[config.mk]
export PLATFORM = sky130hd
export DESIGN_NAME = reg_write_queue
export DESIGN_NICKNAME = d
export VERILOG_FILES = /design/src/rtl/reg_write_queue.sv
export SDC_FILE = /design/constraint.sdc
export NUM_CORES = 1
export LEC_CHECK = 0
export CORE_AREA = 2 2 201 154
export DETAILED_ROUTE_END_ITERATION = 10
export DIE_AREA = 0 0 203 156
export PLACE_DENSITY_LB_ADDON = 0.3
export SETUP_SLACK_MARGIN = 0.2
export SYNTH_ARGS = -nofsm -noshare
export SYNTH_HDL_FRONTEND = slang
export SYNTH_SLANG_ARGS = --single-unit
[constraint.sdc]
create_clock -name CLK -period 3 [get_ports CLK]
set_input_delay 0.6 -clock CLK [delete_from_list [all_inputs] [get_ports CLK]]
set_output_delay 0.6 -clock CLK [all_outputs]
set_load 0.01 [all_outputs]
[src/rtl/reg_write_queue.sv]
// Posted register-file write queue: buffers write requests in a circular FIFO,
// drains one per cycle when the register file is not stalled, and forwards pending data.
module reg_write_queue #(
  parameter int unsigned DEPTH = 4
) (
  input  logic                       CLK,
  input  logic                       reset,
  input  logic                       in_valid,
  input  logic [4:0]                 in_reg,
  input  logic [31:0]                in_data,
  output logic                       in_ready,
  input  logic                       rf_stall,
  output logic                       rf_RegWrite,
  output logic [4:0]                 rf_WriteReg,
  output logic [31:0]                rf_WriteData,
  input  logic [4:0]                 ReadReg1,
  input  logic [4:0]                 ReadReg2,
  output logic                       fwd_hit1,
  output logic                       fwd_hit2,
  output logic [31:0]                fwd_data1,
  output logic [31:0]                fwd_data2,
  output logic [$clog2(DEPTH):0]     count,
  output logic                       full,
  output logic                       empty
);

  localparam int unsigned PW = $clog2(DEPTH);
  localparam int unsigned CW = PW + 1;
  localparam int unsigned RW = 5;
  localparam int unsigned DW = 32;

  logic [RW-1:0] reg_mem  [DEPTH];
  logic [DW-1:0] data_mem [DEPTH];
  logic [PW-1:0] head_q;
  logic [PW-1:0] tail_q;
  logic [CW-1:0] count_q;

  logic push;
  logic pop;

  assign full  = (count_q == CW'(DEPTH));
  assign empty = (count_q == CW'(0));
  assign count = count_q;

  // Handshake: a pop frees a slot in the same cycle, so a full queue still accepts.
  assign rf_RegWrite = !empty && !rf_stall && !reset;
  assign pop         = rf_RegWrite;
  assign in_ready    = !reset && (!full || pop);
  assign push        = in_valid && in_ready;

  assign rf_WriteReg  = (empty || reset) ? RW'(0) : reg_mem[head_q];
  assign rf_WriteData = (empty || reset) ? DW'(0) : data_mem[head_q];

  // Pointer and occupancy state.
  always_ff @(posedge CLK) begin
    if (reset) begin
      head_q  <= PW'(0);
      tail_q  <= PW'(0);
      count_q <= CW'(0);
    end else begin
      if (push) tail_q <= tail_q + PW'(1);
      if (pop)  head_q <= head_q + PW'(1);
      case ({push, pop})
        2'b10:   count_q <= count_q + CW'(1);
        2'b01:   count_q <= count_q - CW'(1);
        default: count_q <= count_q;
      endcase
    end
  end

  // Entry storage is not cleared on reset; occupancy alone defines validity.
  always_ff @(posedge CLK) begin
    if (push) begin
      reg_mem[tail_q]  <= in_reg;
      data_mem[tail_q] <= in_data;
    end
  end

  // Forwarding: scan oldest to youngest so the last match wins.
  always_comb begin
    fwd_hit1  = 1'b0;
    fwd_hit2  = 1'b0;
    fwd_data1 = DW'(0);
    fwd_data2 = DW'(0);
    if (!reset) begin
      for (int i = 0; i < int'(DEPTH); i++) begin
        if (CW'(i) < count_q) begin
          if (reg_mem[PW'(head_q + PW'(i))] == ReadReg1) begin
            fwd_hit1  = 1'b1;
            fwd_data1 = data_mem[PW'(head_q + PW'(i))];
          end
          if (reg_mem[PW'(head_q + PW'(i))] == ReadReg2) begin
            fwd_hit2  = 1'b1;
            fwd_data2 = data_mem[PW'(head_q + PW'(i))];
          end
        end
      end
    end
  end

endmodule

==> out/qor.csv <==
stage,metric,value,unit
sta,fmax,253,MHz
critical_path,timing.critical_path.to,fwd_data2[23],
synthesis,number_of_flops_mapped_to_enable_cells_by_yosys,148,
placement,dp_worst_setup_slack,-920,ps
synthesis,post_synth_xor_area_fraction,3.52,%
clocking,cts_sinks,157,
clocking,clk_transition_reported_paths,60,ps
pwr,power.net_switching,2530,µW
cells_and_area,filler_cells_inserted,2126,
route,vias_per_cell,6.28,
cells_and_area,layout-drive-gt1-share,59.0,%
route,drt.antenna.violating_nets,0,
floorplan,horizontal_extent_of_the_die,203,µm
floorplan,die_area,31700,µm²
clocking,numCtsBuffers,17,
synthesis,post_synth_fa_ha_maj_area_fraction,0.962,%
synthesis,post-synth-top-count-cell,sky130_fd_sc_hd__edfxtp_1,
synthesis,post_synth_instance_area,11700,µm²
sta,hold_viol_final,0,
synthesis,netlist_top_cells_count,"148 x sky130_fd_sc_hd__edfxtp_1, 142 x sky130_fd_sc_hd__mux4_2, 128 x sky130_fd_sc_hd__nand2_1",
pwr,ir_worst_vdd,0.000377,V
synthesis,synth_cells,923,
sta,finalWorstSetupSlack,-960,ps
route,dr.pass1.iters,7,
pwr,p_leak,0.00677,µW
synthesis,post_synth_num_cell_types,40,
placement,hpwl,26.6,mm
synthesis,synth_area_leaders,"sky130_fd_sc_hd__edfxtp_1 38%, sky130_fd_sc_hd__mux4_2 27%, sky130_fd_sc_hd__a221oi_1 4.8%",
synthesis,synthMuxAreaShare,28.8,%
clocking,clockBufferDepth,2,
floorplan,fp.coreArea,29700,µm²
pwr,p_int,5510,µW
global_routing,grt_first_pass_wirelength,64.9,mm
critical_path,critPathArrivalTime,3360,ps
sta,fin_hold_ws,590,ps
pwr,power_switching_share,31.4,%
synthesis,async_reset_ff_share,0,%
route,dr_total_vias,10700,
pwr,combinationalPowerShare,42.0,%
floorplan,number_of_top_level_pins,161,
synthesis,synth_top_cell_by_area,sky130_fd_sc_hd__edfxtp_1,
critical_path,critical_path.slowest_cell,sky130_fd_sc_hd__mux4_2,
cells_and_area,final_net_count,1344,
sta,clock_skew,10.9,ps
route,post_detailed_route_drc_marker_count,0,
critical_path,worst-path-max-fanout,6,
pwr,power.share.clock,26.4,%
clocking,clock_tree_from_tritoncts,done,
synthesis,synth.net_count,983,
pwr,totalPowerFinal,8040,µW
synthesis,yosysSeqAreaShare,39.5,%
clocking,cts.hold.buffers_added,0,
sta,setup_tns,-55620,ps
floorplan,placement_rows,55,
global_routing,number_of_antenna_violations_at_the_first_check_in_global_routing,2,
critical_path,worst_path_most_repeated_cell,sky130_fd_sc_hd__buf_12,
synthesis,synth-seq-cells,157,
synthesis,synth_largest_type_area_fraction,38.0,%
critical_path,startpoint_type,flop,
global_routing,overflow,0,
synthesis,ys_dominant_reg_cell,sky130_fd_sc_hd__edfxtp_1,
run_status,violated_checks,negative setup slack,
synthesis,synth_compound_gate_area_share,10.7,%
clocking,h-tree-depth,4,
sta,rsz0062_at_grt,yes,
critical_path,reg2regPathDepth,12,
clocking,cts_root_buf,sky130_fd_sc_hd__clkbuf_16,
run_status,outcome,finished with violations,
placement,gp_routability_congestion,0.866,
sta,worst_pin_slew,713,ps
sta,worst_slew_margin_rel,52.5,%
pwr,pwr_density_cell,435,nW/µm²
cells_and_area,area_occupied_by_multi_input_gates,8210,µm²
synthesis,post_synthesis_simple_gate_area_fraction,12.5,%
cells_and_area,synthToLayoutAreaGrowth,58.0,%
critical_path,cp_cell_sequence,mux4_2 > xor2_1 > nor4_4 > nand3_2 > a21oi_4 > buf_6 > buf_12 > buf_12 > a221oi_4 > o32ai_2 > buf_2,
synthesis,syn_avg_cell_area,12.7,µm²
floorplan,die_h,156,µm
hold_path,min-delay-path-class,reg2reg,
sta,period_minus_slack,3960,ps
route,routed_wl,44.5,mm
sta,maxSlewViolCount,0,
cells_and_area,storage_element_area,4640,µm²
critical_path,setup.reg_to_reg.worst_slack,550,ps
critical_path,timing.rr.start,count[1]$_SDFFE_PP0P_,
critical_path,cpPeakStageDelay,550,ps
cells_and_area,fin_util,62.4,%
global_routing,grt_start_max_net_pins,47,
route,detail_route.wl_per_cell,26.2,µm
placement,numPortBuffers,160,
critical_path,cp_data_required_time,2400,ps
critical_path,cp-end-kind,primary output,
route,initial_detailed_routing_violation_count,1097,
clocking,clk_latency,430,ps
floorplan,initial_utilization,39.5,%
critical_path,worstSetupPathType,reg2out,
sta,post-route-period-util,132,%
sta,final-setup-viol-count,78,
pwr,p_seq_share,31.6,%
critical_path,worst_setup_path_start,reg_mem[1][4]$_DFFE_PP_,
synthesis,synth_top_family_by_area,multiplexers,
global_routing,first_global_vias,10500,
flow_run,max-cap-violations,0,
critical_path,timing.rr.end,count[2]$_SDFFE_PP0P_,
global_routing,global_route_usage_sum,27.2,%
synthesis,synth-warning-count,0,
[per-stage QoR]
step                      instances  cell area [µm²]
final                          1697            18500
after detailed placement       1539            15500
after global routing           1697            18500
after CTS                      1672            17700
after global placement         1539            15500
after floorplan                 923            12300
[cell families after synthesis]
family                     after synthesis
DFF                                    157
and+or+nand+nor                        301
xor gates and xnor gates                47
buffers and inverters                  103
muxes                                  159
adders and majority gates                9
AOI/OAI and AO/OA                      147
[flip-flops by register name, indices dropped and copies added, names as in the netlist, named ones only]
signal / flops
count: 3
reg_mem: 20
tail_q: 2
head_q: 2
data_mem: 128
[per-layer routing]
metal	vias to the layer above	track usage (%)	share of wire, %	routed length (µm)
met4	0	8.90	3.2	1420
met5	-	0	0	0
met2	683	41.9	46	20700
met1	5398	37.7	40	17900
met3	97	6.73	10	4460
li1	4477	-	-	-
[critical path: cells and delay by family, from the launching register on]
family	cells	cell delay [ps]
XOR/XNOR	1	200
AND/OR/NAND/NOR	2	480
buffers and inverters	4	630
multiplexers	1	550
flip-flops	1	460
AO/OA/AOI/OAI	3	600
[placed cells by master, fill, tap and decap left out, drive strengths merged]
cell type | synthesis | final
nand3 | 9 | 9
a221oi | 64 | 64
mux2i | 11 | 11
clkdlybuf4s50 | 0 | 55
diode | 0 | 1
buf | 48 | 373
ha | 9 | 9
bufbuf | 0 | 3
dlygate4sd2 | 0 | 7
edfxtp | 148 | 148
o21bai | 1 | 1
clkinvlp | 0 | 4
inv | 6 | 6
xnor2 | 26 | 26
a21boi | 1 | 1
mux2 | 6 | 6
nand4 | 1 | 1
nor2b | 1 | 1
nor4 | 3 | 3
xor2 | 21 | 21
clkbuf | 49 | 22
nand2 | 128 | 128
mux4 | 142 | 142
bufinv | 0 | 2
o32ai | 64 | 64
and3 | 4 | 4
clkinv | 0 | 5
and2 | 71 | 71
nor2 | 43 | 43
dfxtp | 9 | 9
nand4b | 1 | 1
or3 | 2 | 2
and4 | 1 | 1
o31ai | 2 | 2
nor3 | 5 | 5
a31oi | 2 | 2
a211oi | 2 | 2
o21ai | 4 | 4
a21oi | 7 | 7
nand2b | 32 | 32
[how the worst min path moves through the flow]
stage,start,to,cells after the start
floorplan,tail_q[1]$_SDFFE_PP0P_,tail_q[1]$_SDFFE_PP0P_,2
global placement,tail_q[1]$_SDFFE_PP0P_,tail_q[1]$_SDFFE_PP0P_,2
detailed placement,tail_q[1]$_SDFFE_PP0P_,tail_q[1]$_SDFFE_PP0P_,2
CTS,tail_q[1]$_SDFFE_PP0P_,tail_q[1]$_SDFFE_PP0P_,2
global route,tail_q[1]$_SDFFE_PP0P_,tail_q[1]$_SDFFE_PP0P_,2
finish,tail_q[1]$_SDFFE_PP0P_,tail_q[1]$_SDFFE_PP0P_,2
[timing repair]
item / CTS / global route
resized for setup: 603 / 111
gates cloned: 11 / 2
pin swaps: 61 / 34
endpoints found under the setup margin: 106 / 104
setup buffers: 90 / 22
[cell type report]
type	count	area share, %
well taps	399	2.70
clock buffers	21	2.38
multi-input cells	663	44.4
inverters	6	0.135
flip-flops and latches	157	25.1
clock inverters	11	0.649
diodes	1	0.0135
repair buffers	439	24.7
[power groups by stage]
stage	Clock (µW)	Sequential (µW)	Combinational, µW
2_1_floorplan	0	2560	1450
3_3_place_gp	0	2590	2320
3_5_place_dp	0	2600	2340
4_1_cts	2130	2540	3090
5_1_grt	2220	2550	3530
6_report	2120	2540	3380
No activity file was read; power rests on OpenSTA's default activity.
